===== src/rtl/mux_nx1_reg_if.sv =====
// Channel-side and consumer-side signals of the registered N:1 mux.
// The mux itself takes the slave view; the producer/consumer side takes master.
interface mux_nx1_reg_if #(
  parameter int DATA_WIDTH = 11,
  parameter int NUM_INPUTS = 4,
  parameter int SEL_WIDTH  = 2
);
  logic [NUM_INPUTS*DATA_WIDTH-1:0] in_data;
  logic [NUM_INPUTS-1:0]            in_valid;
  logic [NUM_INPUTS-1:0]            in_ready;
  logic                             mode;
  logic [SEL_WIDTH-1:0]             select_nx1;
  logic [DATA_WIDTH-1:0]            mux_out;
  logic                             out_valid;
  logic                             out_ready;
  logic [SEL_WIDTH-1:0]             grant_sel;
  logic                             sel_error;

  modport master (
    output in_data, in_valid, mode,
    output select_nx1, out_ready,
    input  in_ready, mux_out, out_valid,
    input  grant_sel, sel_error
  );

  modport slave (
    input  in_data, in_valid, mode,
    input  select_nx1, out_ready,
    output in_ready, mux_out, out_valid,
    output grant_sel, sel_error
  );
endinterface


===== src/rtl/mux_nx1_reg.sv =====
// N:1 mux with fixed or round-robin arbitration into a
// one-entry output register with valid/ready flow control.
module mux_nx1_reg #(
  parameter int DATA_WIDTH = 11,
  parameter int NUM_INPUTS = 4,
  parameter int SEL_WIDTH  = 2
) (
  input  logic         clk,
  input  logic         rst_n,
  mux_nx1_reg_if.slave bus
);

  typedef enum logic {
    EMPTY = 1'b0,
    FULL  = 1'b1
  } state_e;

  state_e                  state_q, state_d;
  logic [DATA_WIDTH-1:0]   data_q, data_d;
  logic [SEL_WIDTH-1:0]    gsel_q, gsel_d;
  logic [SEL_WIDTH-1:0]    ptr_q, ptr_d;
  logic                    err_q, err_d;

  logic [SEL_WIDTH-1:0]    g;
  logic [SEL_WIDTH-1:0]    idx;
  logic                    g_ok;
  logic                    can_load;
  logic                    xfer;
  logic [NUM_INPUTS-1:0]   ready;

  // Descending scan so the nearest valid channel after ptr_q wins.
  always_comb begin
    g    = '0;
    g_ok = 1'b0;
    idx  = '0;
    unique case (1'b1)
      !bus.mode: begin
        g_ok = int'(bus.select_nx1) < NUM_INPUTS;
        if (g_ok) g = bus.select_nx1;
      end
      bus.mode: begin
        for (int k = NUM_INPUTS; k >= 1; k--) begin
          idx = SEL_WIDTH'((int'(ptr_q) + k) % NUM_INPUTS);
          if (bus.in_valid[idx]) begin
            g    = idx;
            g_ok = 1'b1;
          end
        end
      end
    endcase
  end

  always_comb begin
    can_load = (state_q == EMPTY) || bus.out_ready;
    ready    = '0;
    if (g_ok && can_load && rst_n) ready[g] = 1'b1;
    xfer     = |(ready & bus.in_valid);
  end

  always_comb begin
    state_d = state_q;
    unique case (state_q)
      EMPTY: if (xfer) state_d = FULL;
      FULL:  if (bus.out_ready && !xfer) state_d = EMPTY;
    endcase
  end

  always_comb begin
    data_d = data_q;
    gsel_d = gsel_q;
    ptr_d  = ptr_q;
    err_d  = err_q |
             (!bus.mode &&
              int'(bus.select_nx1) >= NUM_INPUTS);
    if (xfer) begin
      data_d = bus.in_data[int'(g)*DATA_WIDTH +: DATA_WIDTH];
      gsel_d = g;
      ptr_d  = g;
    end
  end

  always_ff @(posedge clk or negedge rst_n) begin
    if (!rst_n) begin
      state_q <= EMPTY;
      data_q  <= '0;
      gsel_q  <= '0;
      ptr_q   <= SEL_WIDTH'(NUM_INPUTS - 1);
      err_q   <= 1'b0;
    end else begin
      state_q <= state_d;
      data_q  <= data_d;
      gsel_q  <= gsel_d;
      ptr_q   <= ptr_d;
      err_q   <= err_d;
    end
  end

  assign bus.in_ready  = ready;
  assign bus.out_valid = (state_q == FULL);
  assign bus.mux_out   = data_q;
  assign bus.grant_sel = gsel_q;
  assign bus.sel_error = err_q;

endmodule


===== src/flat_wrapper.sv =====
// flat-port wrapper written by rule: the top's interface ports become plain ports
module mux_nx1_reg_flat 
#(
  parameter int DATA_WIDTH = 11,
  parameter int NUM_INPUTS = 4,
  parameter int SEL_WIDTH  = 2
)
  (clk, rst_n, bus_in_data, bus_in_valid, bus_mode, bus_select_nx1, bus_out_ready, bus_in_ready, bus_mux_out, bus_out_valid, bus_grant_sel, bus_sel_error);
  mux_nx1_reg_if #(.DATA_WIDTH(DATA_WIDTH), .NUM_INPUTS(NUM_INPUTS), .SEL_WIDTH(SEL_WIDTH)) bus_i ();
  input  logic clk;
  input  logic rst_n;
  input wire logic [$bits(bus_i.in_data)-1:0] bus_in_data;
  input wire logic [$bits(bus_i.in_valid)-1:0] bus_in_valid;
  input wire logic [$bits(bus_i.mode)-1:0] bus_mode;
  input wire logic [$bits(bus_i.select_nx1)-1:0] bus_select_nx1;
  input wire logic [$bits(bus_i.out_ready)-1:0] bus_out_ready;
  output wire logic [$bits(bus_i.in_ready)-1:0] bus_in_ready;
  output wire logic [$bits(bus_i.mux_out)-1:0] bus_mux_out;
  output wire logic [$bits(bus_i.out_valid)-1:0] bus_out_valid;
  output wire logic [$bits(bus_i.grant_sel)-1:0] bus_grant_sel;
  output wire logic [$bits(bus_i.sel_error)-1:0] bus_sel_error;
  assign bus_i.in_data = bus_in_data;
  assign bus_i.in_valid = bus_in_valid;
  assign bus_i.mode = bus_mode;
  assign bus_i.select_nx1 = bus_select_nx1;
  assign bus_i.out_ready = bus_out_ready;
  assign bus_in_ready = bus_i.in_ready;
  assign bus_mux_out = bus_i.mux_out;
  assign bus_out_valid = bus_i.out_valid;
  assign bus_grant_sel = bus_i.grant_sel;
  assign bus_sel_error = bus_i.sel_error;
  mux_nx1_reg #(.DATA_WIDTH(DATA_WIDTH), .NUM_INPUTS(NUM_INPUTS), .SEL_WIDTH(SEL_WIDTH)) u_core (.clk(clk), .rst_n(rst_n), .bus(bus_i));
endmodule

===== config.mk =====
export PLATFORM = sky130hd
export DESIGN_NAME = mux_nx1_reg_flat
export DESIGN_NICKNAME = d
export VERILOG_FILES = /design/src/rtl/mux_nx1_reg_if.sv /design/src/rtl/mux_nx1_reg.sv /design/src/flat_wrapper.sv
export SDC_FILE = /design/constraint.sdc
export NUM_CORES = 1
export LEC_CHECK = 0
export CORE_UTILIZATION = 29
export CTS_BUF_LIST = sky130_fd_sc_hd__clkbuf_2
export DETAILED_ROUTE_END_ITERATION = 6
export GPL_ROUTABILITY_DRIVEN = 0
export GPL_TIMING_DRIVEN = 0
export PLACE_DENSITY = 0.71
export SLEW_MARGIN = 10
export SYNTH_ARGS = -nofsm -noshare
export SYNTH_HDL_FRONTEND = slang
export SYNTH_SLANG_ARGS = --single-unit

===== constraint.sdc =====
create_clock -name clk -period 7.2 [get_ports clk]
set_clock_uncertainty 0.2 [all_clocks]
set_input_delay 0.72 -clock clk [delete_from_list [all_inputs] [get_ports clk]]
set_output_delay 0.72 -clock clk [all_outputs]
set_load 0.02 [all_outputs]

==> Word level (Yosys, flattened, before mapping) <==
Cells that the tools add are included.
{ "word_totals": {"ff_bits": 16, "inputBits": 54, "out_inout_bits": 19} }
{ "op_classes": {"addsub": 4, "multipliers": 1, "magnitude_cmp": 6, "n_shift": 1, "n_mux": 24, "bitwise_logic": 2, "reduce_logical": 8} }
{ "ops": {"columns": ["op", "count"], "rows": [
  ["indexed part select 44 x 32 -> 11 bit", 1],
  ["less-than comparator 2 x 3 -> 1 bit, second input constant", 5],
  ["two-way mux 1 bit", 11],
  ["binary-select mux 1 bit (select 2 bit)", 4],
  ["two-way mux 2 bit", 4],
  ["multiplier 2 x 4 -> 6 bit, second input constant", 1],
  ["adder 2 x 1 -> 2 bit, second input constant", 2],
  ["adder 2 bit, second input constant", 2],
  ["bitwise AND 4 bit", 1],
  ["logical AND 1 bit", 4],
  ["two-way mux 4 bit", 1],
  ["one-hot mux 1 bit (2 select lines)", 2],
  ["one-hot mux 2 bit (2 select lines)", 1],
  ["OR reduction 4 bit", 1],
  ["demux 1 bit (select 2 bit)", 1],
  ["greater-or-equal comparator 2 x 1 -> 1 bit, second input constant", 1],
  ["zero test 1 bit", 2],
  ["logical OR 1 bit", 1],
  ["inverter 1 bit", 1]
]} }

==> Depth between registers and ports, before layout <==
{ "depth": {"depth_word": 19, "mapped_depth": 9, "mapped_depth_nobuf": 6} }

==> Worst setup path before layout <==
OpenSTA, ideal clock, no wires.
{ "synth_path": {"path_type": "in2out", "startpoint": "input port bus_in_valid[0]", "endpoint": "output port bus_in_ready[0]", "t_arrival_ps": 2126, "slack_ps": 4154, "path_stages": 8, "path_cell_list": "buf_4 nor2b_4 o221ai_2 a32oi_1 buf_6 buf_2 nand3_1 nor2b_1"} }
{ "synth_between": {"elab_chain_cells": 12, "word_cells_on_any_way": 26, "cone_classes": "order compare (2); mux (21); reduce/logical (3)"} }
{ "synth_lines": {"columns": ["item", "line_no", "rtl"], "rows": [
  ["start: declaration", "flat_wrapper.sv:13", "input wire logic [$bits(bus_i.in_valid)-1:0] bus_in_valid;"],
  ["binary-select mux 1 bit (select 2 bit)", "mux_nx1_reg.sv:44", "if (bus.in_valid[idx]) begin"],
  ["two-way mux 1 bit (not written as such)", "mux_nx1_reg.sv:44", null],
  ["two-way mux 2 bit (4 in a row)", "mux_nx1_reg.sv:44", null],
  ["one-hot mux 2 bit (2 select lines)", "mux_nx1_reg.sv:36", "unique case (1'b1)"],
  ["less-than comparator 2 x 3 -> 1 bit (not written as such) or greater-or-equal comparator 2 x 1 -> 1 bit (tied branches)", "mux_nx1_reg.sv:56", "if (g_ok && can_load && rst_n) ready[g] = 1'b1;"],
  ["logical AND 1 bit (not written as such)", "mux_nx1_reg.sv:56", null],
  ["two-way mux 1 bit (not written as such)", "mux_nx1_reg.sv:56", null],
  ["demux 1 bit (select 2 bit)", null, null],
  ["two-way mux 4 bit (*)", "mux_nx1_reg.sv:56", null],
  ["end: declaration", "flat_wrapper.sv:17", "output wire logic [$bits(bus_i.in_ready)-1:0] bus_in_ready;"]
]} }
Mark *: on every way between the ends. The rest lies on a longest branch, timed or not. The select of a mux whose other input is x is not followed.

==> Worst setup path after layout <==
{ "layout_path": {"startpoint": "input port bus_in_valid[2]", "endpoint": "output port bus_in_ready[2]"} }
The elaborated chain is that of the path after synthesis.

==> metrics.md <==
| Metric | Value |
|---|---|
| Residual DRC | 0 |
| Antenna violations before repair | 0 |
| Post-CTS Setup Bufs | 0 |
| Post-DP HPWL | between 2 and 3 mm |
| Sequential cell area | a little over 400 µm² |
| Row Count | 23 |
| Die area | 0.00463 mm² |
| Hold-fix buffers, CTS | 0 |
| Cell count after synthesis | 115 |
| Final Cell Area | 0.00205 mm² |
| First-pass GRT wire length | 5.08 mm |
| Filler cells | 361 |
| Synth cell count leaders | mux2i_1, dfrtp_1, mux2_4 |
| Post-Synthesis Cell Area | roughly 0.0013 mm² |
| Number of global-route vias before repair | 1,144 |
| Synth top area share | 0.301 |
| Via count | 1,133 |
| Synth Flop Type | dfrtp_1 |
| Root Buffer | clkbuf_2 |
| Clock Path Buffers | 2 |
| Worst Setup SP | bus_in_valid[2] |
| Syn avg cell area | 11.0 µm² |
| Arrival time at the worst endpoint | 3.25 ns |
| Core area | roughly 0.0041 mm² |
| Hold depth | 2 |
| Post-synth EDFFs | 0 |
| Hold slack | 0.307 ns |
| Worst reg2reg startpoint | u_core.ptr_q[0] |
| Pwr/cell area | 288 mW/mm² |
| F_max | around 240 MHz |
| Required @ worst endpoint | 6.28 ns |
| Synth async-reset ratio | 1.00 |
| Synth warn | 0 |
| Area after DPL | around 0.0020 mm² |
| Worst skew pair latency | 0.27 ns |
| Crit Path Category | primary input to primary output |
| CTS tree | done |
| Most frequent cell after synthesis | mux2i_1 |
| Largest net degree at the start of global routing | 18 |
| Drt total wl | 3.20 mm |
| Antenna fix cells | 0 |
| Reg2Reg Depth | 7 |
| # port buffers | 70 |
| Rel. slew slack | 0.539 |
| Worst-Margin Slew | 0.690 ns |
| Status | completed |
| Initial Utilization | 0.310 |
| Fin crit share | 0.579 |
| Hold Vio Cnt, Final | 0 |
| RSZ-0062 raised after global routing | false |
| Post-synth net total | 169 |
| Crit Path Max Fanout | 10 |
| Global route overflow | 0 |
| Total GRT Usage | 0.147 |
| Count of pins over their slew limit | 0 |
| Post-synthesis register bit count | 16 |
| Worst-path clk slew | 0.13 ns |
| Max IR drop VDD | 0.146 mV |
| CTS Buf Count | 3 |
| Multi-input gate area | 778 µm² |
| Final setup vio count | 0 |
| Post-CTS sizing | 0 |
| Num ports | 73 |
| Layout cell share with drive strength beyond 1 | 0.153 |
| Die width | 68.0 µm |
| Routed length per instance | 13.4 µm |
| Routed Antenna Nets | 0 |
| Lkg Pwr | 0.936 nW |
| Sink Count | 16 |
| Synth-to-Final Area Change | 61.9% |
| Post-Route Utilization | 0.501 |
| CP Capture Type | primary output |
| Synth top area cells | mux2i_1, dfrtp_1, mux2_4, mux2_2, dfstp_2 |
| Nets | between 200 and 250 |
| Vias/cell | approximately 4.7 |
| CTS HTree Levels | 1 |
| Die height | 68.0 µm |
| Hold crit path type | flip-flop to flip-flop |
| Iteration-0 DRC Markers | 10 |
| Synth unique cells | 29 |
| Max cap viols | 0 |
| Sequential area share after synthesis | 0.318 |
| Hold_sp | u_core.bus.out_valid |
| Area leader, netlist | mux2i_1 |
| Fin Setup TNS | 0 ns |
| Worst Setup Start Kind | primary input |
| Period minus WS final | 4.17 ns |
| 1st-pass router iterations | 4 |
==> critical path, stage by stage <==
cell	delay [ns]
clkdlybuf4s50_1	0.56
nor2b_1	0.22
o21bai_1	0.11
a21oi_1	0.14
o2bb2ai_1	0.22
buf_4	0.29
buf_4	0.22
nor2b_1	0.15
clkdlybuf4s50_1	0.61
==> routing by layer <==
metal  track usage  part of all wire  up-vias
li1              -                 -      558
met1         0.178              0.43      527
met2         0.254              0.50       44
met3        0.0300             0.054        4
met4        0.0521             0.012        0
met5             0                 0        -
==> report_power, final <==
group          internal, mW  switching [mW]
clock                0.0147          0.0257
combinational         0.210           0.165
sequential            0.140          0.0349
total                 0.365           0.225
==> path summary, 6_finish.rpt <==
check	end	slack (ns)
max reg2reg	u_core.bus.mux_out[5]	4.69
min in group asynchronous	u_core.bus.mux_out[1]	0.64
max in group asynchronous	u_core.bus.grant_sel[1]	5.72
min	u_core.bus.out_valid	0.31
min reg2reg	u_core.bus.out_valid	0.31
max	bus_in_ready[2]	3.03
==> cell type report <==
cell class,count,area share
buffer,9,0.0336
clock buffer,4,0.00977
inverter,4,0.00733
multi-input combinational,86,0.380
sequential,16,0.197
tap,50,0.0305
timing repair buffer,70,0.342
==> logic make-up (layout without fill, tap and decap cells) <==
| logic type | Yosys count | after routing | synth area share |
|---|---|---|---|
| compound gates | 12 | 12 | 0.0722 |
| buf+inv | 13 | 87 | 0.0663 |
| flops | 16 | 16 | 0.318 |
| simple gates | 22 | 22 | 0.0940 |
| mux | 51 | 51 | 0.446 |
| other cells | 1 | 1 | 0.00296 |
==> registers in the layout (all words and copies together), names as in the netlist <==
signal	flops
u_core.ptr_q	2
u_core.bus.grant_sel	2
u_core.bus.out_valid	1
u_core.bus.mux_out	11
==> stage by stage <==
| stage | setup WS, ns | power [mW] | std cells |
|---|---|---|---|
| floorplan | 4.15 | 0.401 | 115 |
| global placement | 3.12 | 0.546 | 235 |
| detailed placement | 3.01 | 0.555 | 235 |
| CTS | 3.01 | 0.597 | 239 |
| global route | 2.89 | 0.630 | 239 |
| finish | 3.03 | 0.590 | 239 |
==> layout by cell type, fill, tap and decap left out, types with 2 or more instances in the layout <==
master	Yosys	final
mux2i_1	38	38
dfrtp_1	14	14
clkbuf_2	0	4
mux2_4	7	7
nand2_1	6	6
nor2b_1	3	3
o21ai_0	2	2
mux2_2	5	5
nand2b_1	2	2
clkdlybuf4s50_1	0	70
nor2_1	3	3
inv_1	4	4
nand3_1	4	4
a21oi_1	2	2
o2bb2ai_1	3	3
dfstp_2	2	2
buf_6	2	2
buf_4	5	5
Power figures use the tool's default switching activity.
==> patch 1 (same settings) <==
`data_q` no longer has a reset.
--- a/src/rtl/mux_nx1_reg.sv
+++ b/src/rtl/mux_nx1_reg.sv
@@ -83,5 +83,4 @@
     if (!rst_n) begin
       state_q <= EMPTY;
-      data_q  <= '0;
       gsel_q  <= '0;
       ptr_q   <= SEL_WIDTH'(NUM_INPUTS - 1);
@@ -89,9 +88,12 @@
     end else begin
       state_q <= state_d;
-      data_q  <= data_d;
       gsel_q  <= gsel_d;
       ptr_q   <= ptr_d;
       err_q   <= err_d;
     end
+  end
+
+  always_ff @(posedge clk) begin
+    data_q <= data_d;
   end
 
Check against the original RTL: differs if rst_n is asserted again (counterexample within 4 cycles, from zero or initial values and one cycle with rst_n low); with rst_n held inactive, the same outputs for 4 cycles.
==> patch 1 against the unedited design <==
Routed wire length up 15%. Sequential share of layout area up 2.3 points. Sequential cell count unchanged. Cell area up 1.9%. Synthesized area up 2.9%. Combinational power down 15%. Setup slack better by 170 ps. Power down 14%. Global-route usage up 0.99 points. Via count up 13%.
==> patch 1: results (changes against the unedited design) <==
| Metric | Value |
|---|---|
| Total length of routed wires | 3670 um (+15%) |
| HPWL reported at the end of detailed placement | 2800 um (+4.3%) |
| Run status | completed |
| Final non-filler cell total | 263 (+10%) |
| Final non-clock buffer share | 38.9% (+1.3 points) |
| R2R Setup Slk | 4380 ps (-310 ps) |
| Layout net count | 268 (+9.8%) |
| Maximum number of pins on one net before global-route repair | 13 (-5) |
| Share of final-layout standard cells stronger than drive strength 1 | 15.5% (+0.15 points) |
| CP startpoint | bus_in_valid[3] |
| Signal inverters | 5 (+1) |
| Sequential share of the synthesized area | 35.2% (+3.3 points) |
| Count of flip-flops with a built-in enable after synthesis | 11 (+11) |
| VDD IR max | 109 uV (-25%) |
| Insertion delay to the later sink of the worst-skew pair | 310 ps (+40 ps) |
| Area contributors post-synth | edfxtp_1 25%, nand2_1 7.8%, mux2_2 6.9% |
| Syn Area/Cell | 9.36 sq um (-15%) |
| Share of flip-flops with an asynchronous set or reset after synthesis | 31.3% (-69 points) |
| Number of nets in the synthesized netlist | 193 (+14%) |
| Fill cell instance count of the final layout | 416 (+15%) |
| Startpoint of the lowest-slack register-to-register path | u_core.ptr_q[1] |
| Via total after detailed routing | 1275 (+13%) |
| Clock transition at path regs | 180 ps (+50 ps) |
| Global-route wire length before repair | 5420 um (+6.7%) |
| Number of buffers other than clock buffers in the final layout | 81 (+2.5%) |
| Reported leakage power | 0.816 nW (-13%) |
| Multi-input logic area | 717 sq um (-7.9%) |
| Min-Delay Startpoint | u_core.bus.grant_sel[0] |
| Gr usage total | 15.7% (+0.99 points) |
| Signed area change from the synthesized netlist to the final layout | 60.4% |
| Via count of the first global-routing pass | 1148 (+0.35%) |
| Iteration-0 DRC count of the detailed router | 49 (+39) |
| #MultiIn Comb | 107 (+24%) |
| Instance area at placement | 2060 sq um (+1.8%) |
| Capture instance of the worst register-to-register path | u_core.bus.mux_out[8] |
patch 1: cell types whose count changed in the layout (fill, tap and decap cells not counted), sizes merged, moves of 3 or more:
cell	before	now
nor2	3	15
and3	0	3
mux2i	39	2
a21o	0	3
nand2	6	27
a31oi	1	11
nand2b	2	5
dfrtp	14	3
edfxtp	0	11
patch 1: per-stage QoR:
stage | hold WS, ps | worst slack, ps
2_1_floorplan | 224 | 4320
3_3_place_gp | 277 | 3220
3_5_place_dp | 279 | 3220
4_1_cts | 319 | 3210
5_1_grt | 352 | 3100
6_report | 319 | 3200
patch 1: critical path: cells and delay by family:
kind / cells / cell delay [ps]
buffers and inverters: 5 / 1640
AOI/OAI and AO/OA: 2 / 510
and+or+nand+nor: 2 / 200
patch 1: where the power goes:
group	total, mW	switching [mW]	leakage, nW	internal, mW
registers	0.148	0.00950	0.158	0.138
logic	0.317	0.156	0.645	0.161
clock network	0.0442	0.0321	0.0140	0.0121
patch 1: cells by family after synthesis:
| group | after synthesis | synth area share, % |
|---|---|---|
| simple gates | 60 | 22.4 |
| mux | 14 | 12.5 |
| xor+xnor | 1 | 0.673 |
| other cells | 1 | 0.288 |
| flops | 16 | 35.2 |
| buf+inv | 16 | 10.0 |
| compound gates | 31 | 18.9 |
patch 1: metal layers:
| layer | up-vias | share of wire [%] | wire length, um | track usage [%] |
|---|---|---|---|---|
| met5 | - | 0 | 0 | 0 |
| met2 | 46 | 49 | 1780 | 26.8 |
| met3 | 4 | 7.3 | 269 | 2.47 |
| met4 | 0 | 1.0 | 37 | 3.83 |
| met1 | 577 | 43 | 1580 | 20.4 |
| li1 | 648 | - | - | - |
==> patch 2 (same flow settings) <==
Made on the original files. `SEL_WIDTH` is set to 2 in 3 places; all go to 1.
--- a/src/rtl/mux_nx1_reg_if.sv
+++ b/src/rtl/mux_nx1_reg_if.sv
@@ -4,5 +4,5 @@
   parameter int DATA_WIDTH = 11,
   parameter int NUM_INPUTS = 4,
-  parameter int SEL_WIDTH  = 2
+  parameter int SEL_WIDTH  = 1
 );
   logic [NUM_INPUTS*DATA_WIDTH-1:0] in_data;
--- a/src/rtl/mux_nx1_reg.sv
+++ b/src/rtl/mux_nx1_reg.sv
@@ -4,5 +4,5 @@
   parameter int DATA_WIDTH = 11,
   parameter int NUM_INPUTS = 4,
-  parameter int SEL_WIDTH  = 2
+  parameter int SEL_WIDTH  = 1
 ) (
   input  logic         clk,
--- a/src/flat_wrapper.sv
+++ b/src/flat_wrapper.sv
@@ -4,5 +4,5 @@
   parameter int DATA_WIDTH = 11,
   parameter int NUM_INPUTS = 4,
-  parameter int SEL_WIDTH  = 2
+  parameter int SEL_WIDTH  = 1
 )
   (clk, rst_n, bus_in_data, bus_in_valid, bus_mode, bus_select_nx1, bus_out_ready, bus_in_ready, bus_mux_out, bus_out_valid, bus_grant_sel, bus_sel_error);
Interface: changed (resized bus_grant_sel and bus_select_nx1); port bits go from 73 to 71. No check against the original RTL was run, so the function may have changed too.
==> patch 2 against the unedited design <==
Setup slack better by 540 ps. Power down 56%. Critical path depth down 5. Synthesized area down 35%. Sequential share of layout area up 7.0 points. Synthesized cell count down 24%. Die area down 34%. Sequential cell count down 2. Cell area down 36%. Routed wire length down 30%. Critical path type unchanged.
==> patch 2: results (changes against the unedited design) <==
| Metric | Value |
|---|---|
| Vias per cell | 4.96 (+4.6%) |
| Int Power | 0.169 mW (-54%) |
| Maximum number of buffers from clock root to sink | 2 (unchanged) |
| Routed wire length per instance | 13.4 um (+0.26%) |
| R2R Setup Slk | 5480 ps (+790 ps) |
| Worst EP arrival | 2710 ps (-540 ps) |
| Reg2reg path depth | 5 (-2) |
| Iteration-0 DRC count of the detailed router | 15 (+5) |
| Via count of the first global-routing pass | 847 (-26%) |
| Final hold slack | 320 ps (+12.7 ps) |
| Layout net count | 190 (-22%) |
| VDD IR max | 93.6 uV (-36%) |
| Critical path fanouts, max | 18 (+8) |
| Share of final-layout standard cells stronger than drive strength 1 | 20.6% (+5.2 points) |
| Maximum number of pins on one net before global-route repair | 19 (+1) |
| Synth cell count leaders | 22 x nor3_1, 13 x dfrtp_1, 11 x inv_1, 9 x a211oi_2 |
| HPWL reported at the end of detailed placement | 1660 um (-38%) |
| CP startpoint | rst_n |
| Run status | completed |
| Reported leakage power | 0.555 nW (-41%) |
| Worst-Margin Slew | 820 ps (+130 ps) |
| Instance area at placement | 1300 sq um (-36%) |
| Port Buffers | 43 (-39%) |
| Library cells used by synthesis | 20 (-31%) |
| Min-Delay Path Class | flip-flop to flip-flop |
| Antenna Diode Count | 0 (unchanged) |
| Worst hold path cell count | 2 (unchanged) |
| Sequential share of the synthesized area | 42.7% (+11 points) |
| Min-Delay Startpoint | u_core.ptr_q |
| Startpoint of the lowest-slack register-to-register path | u_core.ptr_q |
| Insertion delay to the later sink of the worst-skew pair | 270 ps (about the same) |
| Clock Root Buffer | clkbuf_2 |
| Global-route wire length before repair | 3800 um (-25%) |
| Number of warnings issued by yosys | 0 (unchanged) |
| Clock transition at path regs | 140 ps |
| Area contributors post-synth | dfrtp_1 40%, a211oi_2 14%, nor3_1 13% |
| Gr usage total | 15.3% (+0.67 points) |
| Number of buffers inserted to repair setup after CTS | 0 (unchanged) |
==> patch 2: cell type report <==
type / count / area (sq um)
inverter: 11 / 41.3
clock buffer: 4 / 20.0
buffer: 8 / 62.6
tap: 30 / 37.5
fill: 248 / 1270
timing repair buffer: 43 / 430
multi-input combinational: 56 / 375
sequential: 14 / 352
==> patch 2: through the flow <==
step                total power, mW  setup slack [ps]  cells
finish                        0.260              3570    166
CTS                           0.263              3540    166
floorplan                     0.164              4730     89
global placement              0.219              3580    162
detailed placement            0.222              3550    162
global route                  0.275              3320    166
==> patch 2: cells by family (layout without fill, tap and decap cells) <==
logic type	after synthesis	after routing	share of synthesized area, %
simple gates	35	35	21.9
flops	14	14	42.7
other cells	1	3	0.455
buf+inv	19	66	12.6
compound gates	18	18	22.3
==> patch 2: power by group through the flow <==
stage	sequential [mW]	clock [mW]	combinational (mW)
after CTS	0.104	0.0425	0.116
after global routing	0.106	0.0457	0.123
after floorplan	0.123	0	0.0402
final	0.104	0.0413	0.115
after global placement	0.105	0	0.114
after detailed placement	0.106	0	0.116
==> patch 2: worst paths after layout <==
check                                        end
max                              bus_in_ready[1]
min                                 u_core.ptr_q
max reg2reg                u_core.bus.mux_out[7]
min reg2reg                         u_core.ptr_q
max in group asynchronous  u_core.bus.mux_out[5]
min in group asynchronous  u_core.bus.mux_out[7]
==> patch 2: critical path, stage by stage <==
cell and delay (ps):
clkdlybuf4s50_1 1000, nand3_1 200, nor2_1 160, clkdlybuf4s50_1 610
==> patch 2: per-layer routing <==
metal | routed length, um | share of wire [%] | GRT usage [%]
met5 | 0 | 0 | 0
met4 | 5 | 0.22 | 4.29
met3 | 139 | 6.2 | 3.51
met2 | 1030 | 46 | 25.5
met1 | 1050 | 47 | 19.9
